$ cat config.mk
export PLATFORM = sky130hd
export DESIGN_NAME = crc8_engine
export DESIGN_NICKNAME = d
export VERILOG_FILES = /design/src/rtl/crc8_engine.sv
export SDC_FILE = /design/constraint.sdc
export NUM_CORES = 1
export LEC_CHECK = 0
export CAP_MARGIN = 40
export CORE_MARGIN = 1
export CORE_UTILIZATION = 30
export CTS_CLUSTER_SIZE = 24
export DETAILED_ROUTE_END_ITERATION = 10
export DONT_BUFFER_PORTS = 1
export GPL_ROUTABILITY_DRIVEN = 0
export PLACE_DENSITY = 0.48
export SETUP_SLACK_MARGIN = 0.15
export SLEW_MARGIN = 10
export SYNTH_ARGS = -nofsm -noshare
export SYNTH_HDL_FRONTEND = slang
export SYNTH_SLANG_ARGS = --single-unit
$ cat constraint.sdc
create_clock -name clk -period 2.5 [get_ports clk]
set_input_delay 0.125 -clock clk [delete_from_list [all_inputs] [get_ports clk]]
set_output_delay 0.125 -clock clk [all_outputs]
set_load 0.005 [all_outputs]
$ cat src/rtl/crc8_engine.sv
// crc8_engine: bit-serial CRC-8 (SMBUS style, poly 0x07, init 0x00) over a
// DATA_W-bit word, one bit per clock, MSB first. A rising edge on crc_start
// launches a run; crc_vld pulses for one cycle when crc_o holds the result.
module crc8_engine #(
  parameter int         DATA_W = 64,
  parameter logic [7:0] POLY   = 8'h07,
  parameter logic [7:0] INIT   = 8'h00
) (
  input  logic              clk,
  input  logic              rst_n,
  input  logic [DATA_W-1:0] din,
  input  logic              crc_start,
  output logic              crc_vld,
  output logic [7:0]        crc_o
);

  localparam int CNT_W = (DATA_W > 1) ? $clog2(DATA_W) : 1;

  typedef enum logic [1:0] {
    IDLE,
    CALC,
    DONE
  } state_e;

  state_e             state_q, state_d;
  logic               start_q;
  logic [DATA_W-1:0]  shreg_q, shreg_d;
  logic [7:0]         crc_q, crc_d;
  logic [CNT_W-1:0]   cnt_q, cnt_d;
  logic [7:0]         crc_o_q;
  logic               crc_vld_q;

  logic               trigger;
  logic               lastBit;
  logic               loadEn;
  logic               shiftEn;
  logic               doneEn;
  logic               fb;
  logic [7:0]         crcStep;

  // Only a 0->1 transition of the level input starts a run; the edge is
  // consumed in any state, so edges seen while busy never fire later.
  assign trigger = crc_start & ~start_q;
  assign lastBit = (cnt_q == CNT_W'(DATA_W - 1));

  // One LFSR step: feedback is the CRC MSB mixed with the next message bit.
  assign fb      = crc_q[7] ^ shreg_q[DATA_W-1];
  assign crcStep = {crc_q[6:0], 1'b0} ^ (fb ? POLY : 8'h00);

  // State register.
  always_ff @(posedge clk or negedge rst_n) begin
    if (!rst_n) begin
      state_q <= IDLE;
    end else begin
      state_q <= state_d;
    end
  end

  // Next-state logic: IDLE waits for an edge, CALC runs DATA_W bits, DONE is one cycle.
  always_comb begin
    state_d = state_q;
    case (state_q)
      IDLE: begin
        if (trigger) begin
          state_d = CALC;
        end
      end
      CALC: begin
        if (lastBit) begin
          state_d = DONE;
        end
      end
      DONE: begin
        state_d = IDLE;
      end
      default: begin
        state_d = IDLE;
      end
    endcase
  end

  // Output decode: per-state datapath enables.
  always_comb begin
    loadEn  = 1'b0;
    shiftEn = 1'b0;
    doneEn  = 1'b0;
    case (state_q)
      IDLE:    loadEn  = trigger;
      CALC:    shiftEn = 1'b1;
      DONE:    doneEn  = 1'b1;
      default: begin
        loadEn  = 1'b0;
        shiftEn = 1'b0;
        doneEn  = 1'b0;
      end
    endcase
  end

  // Datapath next values: load on trigger, shift/step while calculating, hold otherwise.
  always_comb begin
    shreg_d = shreg_q;
    crc_d   = crc_q;
    cnt_d   = cnt_q;
    if (loadEn) begin
      shreg_d = din;
      crc_d   = INIT;
      cnt_d   = '0;
    end else if (shiftEn) begin
      shreg_d = shreg_q << 1;
      crc_d   = crcStep;
      cnt_d   = cnt_q + 1'b1;
    end
  end

  // Datapath and edge-detect registers; start_q follows crc_start in every state.
  always_ff @(posedge clk or negedge rst_n) begin
    if (!rst_n) begin
      start_q <= 1'b0;
      shreg_q <= '0;
      crc_q   <= 8'h00;
      cnt_q   <= '0;
    end else begin
      start_q <= crc_start;
      shreg_q <= shreg_d;
      crc_q   <= crc_d;
      cnt_q   <= cnt_d;
    end
  end

  // Result registers: crc_o only changes when a run completes, and the strobe
  // is registered alongside it so both appear on the same cycle.
  always_ff @(posedge clk or negedge rst_n) begin
    if (!rst_n) begin
      crc_o_q   <= 8'h00;
      crc_vld_q <= 1'b0;
    end else begin
      crc_vld_q <= doneEn;
      if (doneEn) begin
        crc_o_q <= crc_q;
      end
    end
  end

  assign crc_o   = crc_o_q;
  assign crc_vld = crc_vld_q;

endmodule

; After elaboration in Yosys (flattened, before gate mapping)
; Index checks and enable logic that the tools add are counted.
[word_totals]
in_bits = 67
reg_bits = 90
output_inout_bits = 9
word_cells = 33
[classes]
n_reduce_logical = 3
eq_ne = 5
muxes = 13
addsub = 1
bitwise_logic = 4
[op_table]
columns = operator, n
row1 = $mux 64, 2
row2 = $mux 8, 2
row3 = $mux 6, 2
row4 = $xor 8x3->8, 1
row5 = $add 6x1->6 const B, 1
row6 = $eq 6x6->1 const B, 1
row7 = $mux 2, 2
row8 = $ne 2x2->1 const B, 2
row9 = $pmux 2 s2, 1
row10 = $mux 1, 3
row11 = $mux 3, 1
row12 = $eq 2x1->1 const B, 1
row13 = $eq 2x2->1 const B, 1
row14 = $logic_not 2->1, 1
row15 = $reduce_and 2->1, 1
row16 = $reduce_bool 2->1, 1
row17 = $and 1x1->1, 1
row18 = $not 1->1, 1
row19 = $xor 1x1->1, 1

; Longest topological paths before layout
[logic_depth]
ltp_word = 5
mapped_depth = 6
depth_no_buf = 4

; Worst setup path after synthesis
; Ideal clock, no wire load.
[synth_timing]
path_type = reg2reg
from = register state_q[1]
to = register cnt_q[5]
setup_ns = 0.134
t_arrival_ns = 1.379
path_slack_ns = 0.988
path_stages_with_launch = 6
required_ns = 2.366
n_path_buf = 2
period_less_slack_ns = 1.512
path_cell_list = dfrtp_1 > or4b_1 > buf_6 > buf_8 > o311ai_4 > o41ai_1
[synth_between]
elab_chain_len = 3
word_cells_on_any_way = 6
cone_classes = eq/ne: 1 / mux: 3 / reduce/logical: 2
[synth_rtl]
columns = element, line
row1 = start: declaration, 25  ; state_e state_q, state_d;
row2 = start signal: assignment, 55  ; state_q <= state_d;
row3 = $eq 2x1->1 or $logic_not 2->1 (tied branches), 87  ; case (state_q)
row4 = $mux 1, 87
row5 = $reduce_bool 2->1 (no source line) or $mux 6 (tied branches), --
row6 = end signal: assignment, 126  ; cnt_q <= cnt_d;
row7 = end: declaration, 29  ; logic [CNT_W-1:0] cnt_q, cnt_d;
; Parallel ways exist; a longest one is shown, timed or not.
; A chain may end at the register's enable or synchronous reset.

; Worst setup path in the final report
[layout_timing]
from = register state_q[0]
to = register cnt_q[5]
; Same word-level chain as after synthesis.

==> results.json <==
{
  "synth_edf_count": 0,
  "cts_htree_levels": 3,
  "grt_max_degree": 91,
  "finalPower_mw": 4.91,
  "fin_crit_sh": 0.767,
  "routed_wl_um": 8910,
  "worstHoldStart": "crc_start",
  "syn_inst": 380,
  "cts_buffers": 9,
  "hold_depth": 4,
  "worst_slew_pin_slew_ns": 0.728,
  "r2r_cells": 4,
  "grt_overflow": 0,
  "clockRootBuffer": "clkbuf_16",
  "grt_pass1_wl_um": 14700,
  "worstPathRequired_ns": 2.70,
  "clockBufferDepth": 2,
  "area_growth_pct": 28.3,
  "nets": 499,
  "cts_tree": "built",
  "fp.dieW_um": 116,
  "yosys.area.top_type_share": 0.575,
  "min_path_type": "in2reg",
  "ant_nets": 0,
  "r2r_start": "state_q[0]",
  "drcViolationCount": 0,
  "hpwl_um": 5140,
  "yosys.area.top_type": "dfrtp_1",
  "powerDensity_nw_per_um2": 977,
  "antenna_found_initial": 0,
  "slew-limit-headroom": 0.515,
  "netlist_area_sq_um": 3920,
  "finalHoldViolations": 0,
  "rows": 41,
  "rsz0062_at_grt": "no",
  "n_antenna_cell": 0,
  "synth_flop_cell": "dfrtp_1",
  "r2r_end": "cnt_q[5]",
  "p_leak_nw": 2.31,
  "initial_core_util": 0.309,
  "cp_max_fo": 41,
  "ys_seq_area_frac": 0.575,
  "clock_latency_ns": 0.35,
  "synth_area_leaders": "dfrtp_1 57%, a22oi_1 12%, nand3_1 9.8%",
  "avgViaCountPerCell": 4.95,
  "dieArea_sq_um": 13500,
  "grt_pass1_vias": 2986,
  "async_flop_share": 1.00,
  "cts_sinks": 90,
  "first_iter_violations": 193,
  "critPathMaxStageDelay_ns": 0.80,
  "maxSlewViolCount": 0,
  "clk_pin_slew_ns": 0.07,
  "grt_util_all_layers": 0.143,
  "dr_wl_met3_um": 475,
  "avgSynthCellArea_sq_um": 10.3,
  "final_common_cell": "dfrtp_1",
  "die_h_um": 116,
  "ys_ff_latch": 90,
  "max_freq_mhz": 522,
  "wl_met2_um": 4370,
  "firstDrtPassIters": 4,
  "vias": 3011,
  "finalSetupViolations": 0,
  "cts_resized": 0,
  "maxCapViolCount": 0,
  "crit_chain": "or4b_4 > buf_12 > o311ai_4 > o41ai_1",
  "vdd_drop_max_mv": 0.559,
  "cp-start-kind": "register",
  "period_needed_ns": 1.92,
  "rrSetupSlack_ns": 0.58,
  "ys_warn_count": 0,
  "holdPathEnd": "shreg_q[62]",
  "cp.arrival_ns": 2.12,
  "drive_above_1_share": 0.0849,
  "ios": 76,
  "status": "finished, final reports clean",
  "worst_setup_path_end_kind": "register",
  "layout_common_cells": "90 x dfrtp_1, 83 x nand2_1, 77 x nand3_1",
  "detail_route.wl_per_cell_um": 14.6,
  "port_buffers": 0,
  "met1Wirelength_um": 3980,
  "tns_ns": 0,
  "yosysUniqueCellTypes": 29,
  "maxUsedRoutingLayer": "met4",
  "clock_skew_ns": 0.00776,
  "core_sq_um": 12700,
  "syn-num-nets": 448,
  "crit_slowest_cell": "or4b_4",
  "critical_path_class": "reg2reg"
}
Yosys cell counts, drive strengths merged, types with 2 or more instances:
cell type	n
xor2	2
xnor2	2
a21oi	2
a22oi	62
nand2	83
clkbuf	14
nand3	77
buf	20
mux2	8
dfrtp	90
o21ai	5
per-layer routing:
layer  vias up  global-route usage
met1      1483               0.173
met5         -                   0
met3         5              0.0550
met4         0              0.0402
met2        70               0.236
li1       1453                   -
logic make-up (layout without fill, tap and decap cells):
kind of cell,count (synthesis),in the layout,share of synthesized area
compound gates,75,75,0.144
xor+xnor,4,4,0.00894
fa+ha+maj,1,1,0.00319
buf+inv,35,91,0.0523
flops,90,90,0.575
mux,8,8,0.0230
simple gates,167,167,0.194
final cells by class:
cell class                      count  area, sq um
Timing Repair Buffer               74          766
Tap cell                          172          215
Multi-Input combinational cell    255         1480
Clock inverter                      7         93.8
Sequential cell                    90         2250
Inverter                            1         3.75
Fill cell                        1266         7640
Clock buffer                        9          225
state kept, by name, indices dropped and copies added (netlist names):
signal   count
cnt_q        6
crc_q        8
start_q      1
crc_o        8
crc_vld      1
shreg_q     64
state_q      2
through the flow:
step                      hold WS (ns)  std cells  setup slack [ns]  cell area [sq um]   util
after floorplan                 -0.171        380             0.988               3920      -
after global placement          -0.169        524             0.641               4000  0.316
after detailed placement        -0.169        525             0.587               4020  0.318
after CTS                        0.331        608             0.576               5030  0.397
after global routing             0.354        608             0.491               5030  0.397
final                            0.352        608             0.583               5030  0.397
how the worst max path moves through the flow:
stage / startpoint / to / slack, ns
final: state_q[0] / cnt_q[5] / 0.58
after global routing: state_q[0] / cnt_q[3] / 0.49
after CTS: state_q[0] / cnt_q[5] / 0.58
after detailed placement: state_q[0] / cnt_q[5] / 0.59
after global placement: state_q[0] / cnt_q[4] / 0.64
after floorplan: state_q[1] / cnt_q[5] / 0.99
worst max-delay path, delay by kind of cell (launching register included):
family / cells / cell delay, ns
and+or+nand+nor: 1 / 0.80
DFF: 1 / 0.46
AOI/OAI and AO/OA: 2 / 0.21
buffers and inverters: 1 / 0.28
what timing repair did:
item | 4_1_cts | 5_1_grt
buffers inserted | 0 | 0
hold buffers | 67 | 0
endpoints found under the hold margin | 155 | 0
power by group:
part / switching [mW] / internal (mW)
sequential: 0.346 / 2.02
clock: 0.572 / 0.873
combinational: 0.579 / 0.521
Power figures use the tool's default switching activity.
